`src/rtl/layer4_sched_pkg.sv`:
```
// Shared types and width helpers for the layer-4 fully-connected sequencer.
// The state encoding is shared so other blocks can decode sequencer phases consistently.
package layer4_sched_pkg;

  typedef enum logic [2:0] {
    IDLE,
    CLEAR,
    ACCUM,
    FLUSH,
    RELU,
    WAIT,
    DRAIN,
    DONE
  } state_e;

  // Address/counter width that never collapses to zero bits for depth-1 ranges.
  function automatic int clog2w(input int n);
    return (n > 1) ? $clog2(n) : 1;
  endfunction

  localparam int IN_LEN_DEF  = 64;
  localparam int OUT_LEN_DEF = 32;
  localparam int MAC_NUM_DEF = 16;
  localparam int NGRP_DEF    = OUT_LEN_DEF / MAC_NUM_DEF;
  localparam int XAW_DEF     = clog2w(IN_LEN_DEF);
  localparam int WAW_DEF     = clog2w(NGRP_DEF * IN_LEN_DEF);
  localparam int TAW_DEF     = clog2w(OUT_LEN_DEF);

endpackage

```
`src/rtl/layer4_sched_delay.sv`:
```
// Fixed-depth 1-bit shift register; aligns the MAC enable with data returning from the BRAMs.
module sched_delay_line #(
  parameter int DEPTH = 1
) (
  input  logic clk_i,
  input  logic rstn_i,
  input  logic d_i,
  output logic q_o
);

  logic [DEPTH-1:0] r_sh;

  always_ff @(posedge clk_i or negedge rstn_i) begin
    if (!rstn_i) begin
      r_sh <= '0;
    end else begin
      r_sh[0] <= d_i;
      for (int n = 1; n < DEPTH; n++) begin
        r_sh[n] <= r_sh[n-1];
      end
    end
  end

  assign q_o = r_sh[DEPTH-1];

endmodule

```
`src/rtl/layer4_sched.sv`:
```
// Layer-4 FC sequencer: streams activations/weights into the 16-lane PU per output group,
// then drains the serialized results into the layer-4 temp BRAM.
module layer4_sched
  import layer4_sched_pkg::*;
#(
  parameter  int IN_LEN  = 64,
  parameter  int OUT_LEN = 32,
  parameter  int MAC_NUM = 16,
  parameter  int RD_LAT  = 1,
  parameter  int PU_LAT  = 2,
  localparam int NGRP    = OUT_LEN / MAC_NUM,
  localparam int XAW     = clog2w(IN_LEN),
  localparam int WAW     = clog2w(NGRP * IN_LEN),
  localparam int TAW     = clog2w(OUT_LEN)
) (
  input  logic           clk_i,
  input  logic           rstn_i,
  input  logic           start_i,
  output logic           busy_o,
  output logic           done_o,
  output logic           x_en_o,
  output logic [XAW-1:0] x_addr_o,
  output logic           w_en_o,
  output logic [WAW-1:0] w_addr_o,
  output logic           mac_clear_o,
  output logic           mac_en_o,
  output logic           relu_en_o,
  output logic           temp_start_o,
  output logic           temp_wr_en_o,
  output logic [TAW-1:0] temp_wr_addr_o,
  output logic           layer3_temp_clear_o
);

  localparam int GW = clog2w(NGRP);
  localparam int KW = clog2w(MAC_NUM);
  localparam int DW = clog2w((RD_LAT > PU_LAT) ? RD_LAT : PU_LAT);

  localparam logic [XAW-1:0] I_LAST   = XAW'(IN_LEN - 1);
  localparam logic [GW-1:0]  G_LAST   = GW'(NGRP - 1);
  localparam logic [KW-1:0]  K_LAST   = KW'(MAC_NUM - 1);
  localparam logic [DW-1:0]  D_FLUSH  = DW'(RD_LAT - 1);
  localparam logic [DW-1:0]  D_WAIT   = DW'(PU_LAT - 1);
  localparam logic [WAW-1:0] IN_LEN_W = WAW'(IN_LEN);
  localparam logic [TAW-1:0] MAC_W    = TAW'(MAC_NUM);

  state_e         r_state, w_state_nxt;
  logic [GW-1:0]  r_g, w_g_nxt;
  logic [XAW-1:0] r_i, w_i_nxt;
  logic [KW-1:0]  r_k, w_k_nxt;
  logic [DW-1:0]  r_d, w_d_nxt;

  logic           r_busy, r_done, r_x_en, r_mac_clear, r_relu, r_twe;
  logic [XAW-1:0] r_x_addr, w_x_addr_nxt;
  logic [WAW-1:0] r_w_addr, w_w_addr_nxt;
  logic [TAW-1:0] r_t_addr, w_t_addr_nxt;
  logic           w_busy_nxt, w_done_nxt, w_x_en_nxt, w_clear_nxt, w_relu_nxt, w_twe_nxt;
  logic           w_mac_en;

  always_ff @(posedge clk_i or negedge rstn_i) begin
    if (!rstn_i) begin
      r_state     <= IDLE;
      r_g         <= '0;
      r_i         <= '0;
      r_k         <= '0;
      r_d         <= '0;
      r_busy      <= 1'b0;
      r_done      <= 1'b0;
      r_x_en      <= 1'b0;
      r_mac_clear <= 1'b0;
      r_relu      <= 1'b0;
      r_twe       <= 1'b0;
      r_x_addr    <= '0;
      r_w_addr    <= '0;
      r_t_addr    <= '0;
    end else begin
      r_state     <= w_state_nxt;
      r_g         <= w_g_nxt;
      r_i         <= w_i_nxt;
      r_k         <= w_k_nxt;
      r_d         <= w_d_nxt;
      r_busy      <= w_busy_nxt;
      r_done      <= w_done_nxt;
      r_x_en      <= w_x_en_nxt;
      r_mac_clear <= w_clear_nxt;
      r_relu      <= w_relu_nxt;
      r_twe       <= w_twe_nxt;
      r_x_addr    <= w_x_addr_nxt;
      r_w_addr    <= w_w_addr_nxt;
      r_t_addr    <= w_t_addr_nxt;
    end
  end

  always_comb begin
    w_state_nxt = r_state;
    w_g_nxt     = r_g;
    w_i_nxt     = r_i;
    w_k_nxt     = r_k;
    w_d_nxt     = r_d;
    case (r_state)
      IDLE: begin
        w_g_nxt = '0;
        if (start_i) w_state_nxt = CLEAR;
      end
      CLEAR: begin
        w_i_nxt     = '0;
        w_state_nxt = ACCUM;
      end
      ACCUM: begin
        if (r_i == I_LAST) begin
          w_d_nxt     = '0;
          w_state_nxt = FLUSH;
        end else begin
          w_i_nxt = r_i + XAW'(1);
        end
      end
      FLUSH: begin
        if (r_d == D_FLUSH) w_state_nxt = RELU;
        else                w_d_nxt     = r_d + DW'(1);
      end
      RELU: begin
        w_d_nxt     = '0;
        w_state_nxt = WAIT;
      end
      WAIT: begin
        if (r_d == D_WAIT) begin
          w_k_nxt     = '0;
          w_state_nxt = DRAIN;
        end else begin
          w_d_nxt = r_d + DW'(1);
        end
      end
      DRAIN: begin
        if (r_k != K_LAST) begin
          w_k_nxt = r_k + KW'(1);
        end else if (r_g < G_LAST) begin
          w_g_nxt     = r_g + GW'(1);
          w_state_nxt = CLEAR;
        end else begin
          w_state_nxt = DONE;
        end
      end
      DONE:    w_state_nxt = IDLE;
      default: w_state_nxt = IDLE;
    endcase
  end

  // Strobes are decoded from the upcoming state and registered, so they line up with r_state.
  always_comb begin
    w_busy_nxt   = (w_state_nxt != IDLE);
    w_done_nxt   = (w_state_nxt == DONE);
    w_x_en_nxt   = (w_state_nxt == ACCUM);
    w_clear_nxt  = (w_state_nxt == CLEAR);
    w_relu_nxt   = (w_state_nxt == RELU);
    w_twe_nxt    = (w_state_nxt == DRAIN);
    w_x_addr_nxt = r_x_addr;
    w_w_addr_nxt = r_w_addr;
    w_t_addr_nxt = r_t_addr;
    if (w_x_en_nxt) begin
      w_x_addr_nxt = w_i_nxt;
      w_w_addr_nxt = WAW'(w_g_nxt) * IN_LEN_W + WAW'(w_i_nxt);
    end
    if (w_twe_nxt) begin
      w_t_addr_nxt = TAW'(w_g_nxt) * MAC_W + TAW'(w_k_nxt);
    end
  end

  sched_delay_line #(
    .DEPTH (RD_LAT)
  ) u_mac_en_dly (
    .clk_i  (clk_i),
    .rstn_i (rstn_i),
    .d_i    (r_x_en),
    .q_o    (w_mac_en)
  );

  assign busy_o              = r_busy;
  assign done_o              = r_done;
  assign x_en_o              = r_x_en;
  assign x_addr_o            = r_x_addr;
  assign w_en_o              = r_x_en;
  assign w_addr_o            = r_w_addr;
  assign mac_clear_o         = r_mac_clear;
  assign mac_en_o            = w_mac_en;
  assign relu_en_o           = r_relu;
  assign temp_start_o        = r_relu;
  assign temp_wr_en_o        = r_twe;
  assign temp_wr_addr_o      = r_t_addr;
  assign layer3_temp_clear_o = r_done;

endmodule

```
`config.mk`:
```
export PLATFORM = sky130hd
export DESIGN_NAME = layer4_sched
export DESIGN_NICKNAME = d
export VERILOG_FILES = /design/src/rtl/layer4_sched_pkg.sv /design/src/rtl/layer4_sched_delay.sv /design/src/rtl/layer4_sched.sv
export SDC_FILE = /design/constraint.sdc
export NUM_CORES = 1
export LEC_CHECK = 0
export ABC_AREA = 1
export BUFFER_PORTS_ARGS = -buffer_cell sky130_fd_sc_hd__buf_2
export CORE_MARGIN = 2
export CORE_UTILIZATION = 54
export DETAILED_ROUTE_END_ITERATION = 16
export PLACE_DENSITY = 0.81
export SLEW_MARGIN = 25
export SYNTH_ARGS = -nofsm -noshare
export SYNTH_HDL_FRONTEND = slang
export SYNTH_HIERARCHICAL = 1
export SYNTH_SLANG_ARGS = --single-unit
```
`constraint.sdc`:
```
create_clock -name clk_i -period 1.5 [get_ports clk_i]
set_input_delay 0.3 -clock clk_i [delete_from_list [all_inputs] [get_ports clk_i]]
set_output_delay 0.3 -clock clk_i [all_outputs]
set_load 0.005 [all_outputs]
```
==> results.json <==
{
  "design_area_sq_um": 1950,
  "grt_pass1_vias": 1275,
  "synthesis.area_sq_um": 1680,
  "max_stage_delay_ns": 0.40,
  "layout.nets": 241,
  "grt.total_usage_pct": 20.8,
  "cts_buffers": 5,
  "placedInstanceArea_sq_um": 1830,
  "status": "completed",
  "ys_ff_latch": 34,
  "core_sq_um": 3000,
  "fillers": 250,
  "synth_edf_count": 0,
  "grt_busiest_layer": "met2",
  "path_class": "reg2reg",
  "cts-htree-levels": 2,
  "ant_nets": 0,
  "yosysMostFrequentCell": "nand2_1",
  "grt_pass1_wl_mm": 5.40,
  "gp_congestion": 0.869,
  "synth_largest_area_cell": "dfrtp_1",
  "drtPass1Iterations": 4,
  "port_buffers": 30,
  "report.final.slew_viol_count": 0,
  "cp_data_required_time_ns": 1.75,
  "gr-total-overflow": 0,
  "dieArea_sq_um": 3580,
  "final_util_pct": 65.1,
  "drv_cap": 0,
  "min_period_over_period_pct": 93.2,
  "drc": 0,
  "vias": 1370,
  "syn_to_final_growth_pct": 16.0,
  "async_flop_share_pct": 100,
  "p_per_area_nw_per_um2": 757,
  "yosys.area.top_type_share_pct": 50.5,
  "slowest_stage": "dfrtp_1",
  "crit_top_cell": "nand2_1",
  "yosys_most_used_dff": "dfrtp_1",
  "first_iter_violations": 65,
  "grt_max_degree": 35,
  "slew_headroom_pct": 71.8,
  "grt_use_met1_pct": 26.4,
  "postSynthAreaPerCell_sq_um": 8.38,
  "clockRootBuffer": "clkbuf_4",
  "clock_sink_count": 34,
  "end_kind": "flip-flop",
  "via_per_inst": 5.07,
  "wire_per_inst_um": 11.7,
  "antenna_cells": 0,
  "clock_latency_ns": 0.34,
  "ir_drop_v": 0.000695,
  "ios": 31,
  "crit_family": "simple AND/OR/NAND/NOR gates",
  "hold_class": "in2reg",
  "hpwl_mm": 2.25,
  "setup_ws_ns": 0.103,
  "worst_pin_slew_ns": 0.423,
  "synth_area_leaders": "dfrtp_1, nand2_1, nand3_1",
  "crit_path_cell_trace": "ha_2 -> nand2_1 -> nor2_2 -> nand2_4 -> nand2_4 -> inv_2 -> nand2_1 -> nand2_1",
  "synth_fp_nets": 206,
  "worstPathArrival_ns": 1.65,
  "rows": 20,
  "critPathBufInv": 1,
  "fmax_ghz": 0.716,
  "antenna_found_initial": 0,
  "crit_path_max_fanout": 10,
  "netlist-cell-type-count": 21,
  "cts_tree": "yes",
  "die_width_um": 59.8,
  "drive_above_1_share_pct": 30.8,
  "leakage_nw": 1.08,
  "met3_usage_pct": 6.49,
  "grt_use_met2_pct": 31.7,
  "period_needed_ns": 1.40,
  "yosysSeqAreaShare_pct": 50.5,
  "whs_ns": 0.222,
  "clk_pin_slew_worst_paths_ns": 0.11,
  "ys.warnings.count": 6,
  "synthTopCellsByCount": "nand2_1, dfrtp_1, nor2_1, inv_1, nand3_1",
  "post-place-ws_ns": 0.0425,
  "netlist_instances": 201,
  "fin_worst_skew_ns": 0.00958,
  "startpoint_type": "flip-flop",
  "initial_utilization_pct": 56.1,
  "setup_viol": 0,
  "finalWirelength_mm": 3.17,
  "die_height_um": 59.8,
  "hold_viol_final": 0,
  "clk_path_buf_depth": 2
}
registers in the layout (all words and copies together), names as in the netlist, 2 cells and up:
register	flops
r_state	3
w_addr_o	2
r_k	4
x_addr_o	5
r_i	6
temp_wr_addr_o	5
worst paths after layout:
kind,slack (ns),depth (start not counted),endpoint,start
min in group asynchronous,0.49,3,r_i[0],rstn_i
max reg2reg,0.10,8,x_addr_o[3],r_i[1]
max,0.10,8,x_addr_o[3],r_i[1]
max in group asynchronous,0.67,3,r_state[2],rstn_i
min,0.22,3,r_state[0],start_i
min reg2reg,0.43,0,u_mac_en_dly/q_o,w_en_o
cells in the final DEF (no fill, tap or decap), types with 2 or more instances in the layout:
cell type and count:
nand3_2 3, buf_4 6, nor2_2 3, nand4_1 4
dfrtp_1 31, nor2_4 2, nor2_1 16, dfrtp_2 3
o21ai_0 10, nand2_2 3, clkbuf_4 5, nand3_1 16
a21oi_1 5, inv_2 7, nand2_1 60, buf_2 30
inv_1 18, nand2_4 2, o21ai_1 2
timing repair:
| item | in CTS | in global routing |
|---|---|---|
| buffers inserted | 0 | 2 |
| hold buffers | 1 | 0 |
| resized for setup | 0 | 8 |
| endpoints found under the hold margin | 34 | 0 |
| setup endpoints to repair | 0 | 11 |
where the power goes:
group          leakage (nW)  internal [W]  switching (W)  total (W)
logic                 0.613    0.00000543      0.0000183  0.0000237
registers             0.431      0.000916              0   0.000916
clock network        0.0343      0.000225       0.000315   0.000541
total                  1.08       0.00115       0.000334    0.00148
routing by layer:
metal | vias up | wire length, um | part of all wire (%)
li1 | 697 | - | -
met5 | - | 0 | 0
met1 | 628 | 1460 | 46
met4 | 0 | 76 | 2.4
met3 | 7 | 160 | 5.1
met2 | 38 | 1470 | 46
cells by family (layout without fill, tap and decap cells):
| kind of cell | Yosys count | after routing | share of synthesized area (%) |
|---|---|---|---|
| adders and majority gates | 2 | 2 | 1.49 |
| buffers and inverters | 36 | 72 | 10.6 |
| AOI/OAI and AO/OA | 18 | 18 | 6.02 |
| DFF | 34 | 34 | 50.5 |
| and+or+nand+nor | 111 | 111 | 31.4 |
tightest hold or removal path: cells and delay by family:
kind,cells,cell delay (ns)
buffers and inverters,1,0.09
AND/OR/NAND/NOR,1,0.07
AO/OA/AOI/OAI,1,0.08
area by class of cell:
type / instances / area [sq um] / area share, %
Clock buffer: 6 / 51.3 / 2.62
Timing Repair Buffer: 38 / 225 / 11.5
Sequential cell: 34 / 855 / 43.7
Clock inverter: 2 / 12.5 / 0.640
Multi-Input combinational cell: 131 / 669 / 34.3
Tap cell: 33 / 41.3 / 2.11
Inverter: 26 / 100 / 5.12
through the flow:
step	TNS, ns	cells	total power (W)
floorplan	0	201	0.000935
global placement	0	259	0.000957
detailed placement	0	259	0.000957
CTS	0	268	0.00150
global route	-0.0169	270	0.00155
finish	0	270	0.00148
Power figures use the tool's default switching activity.
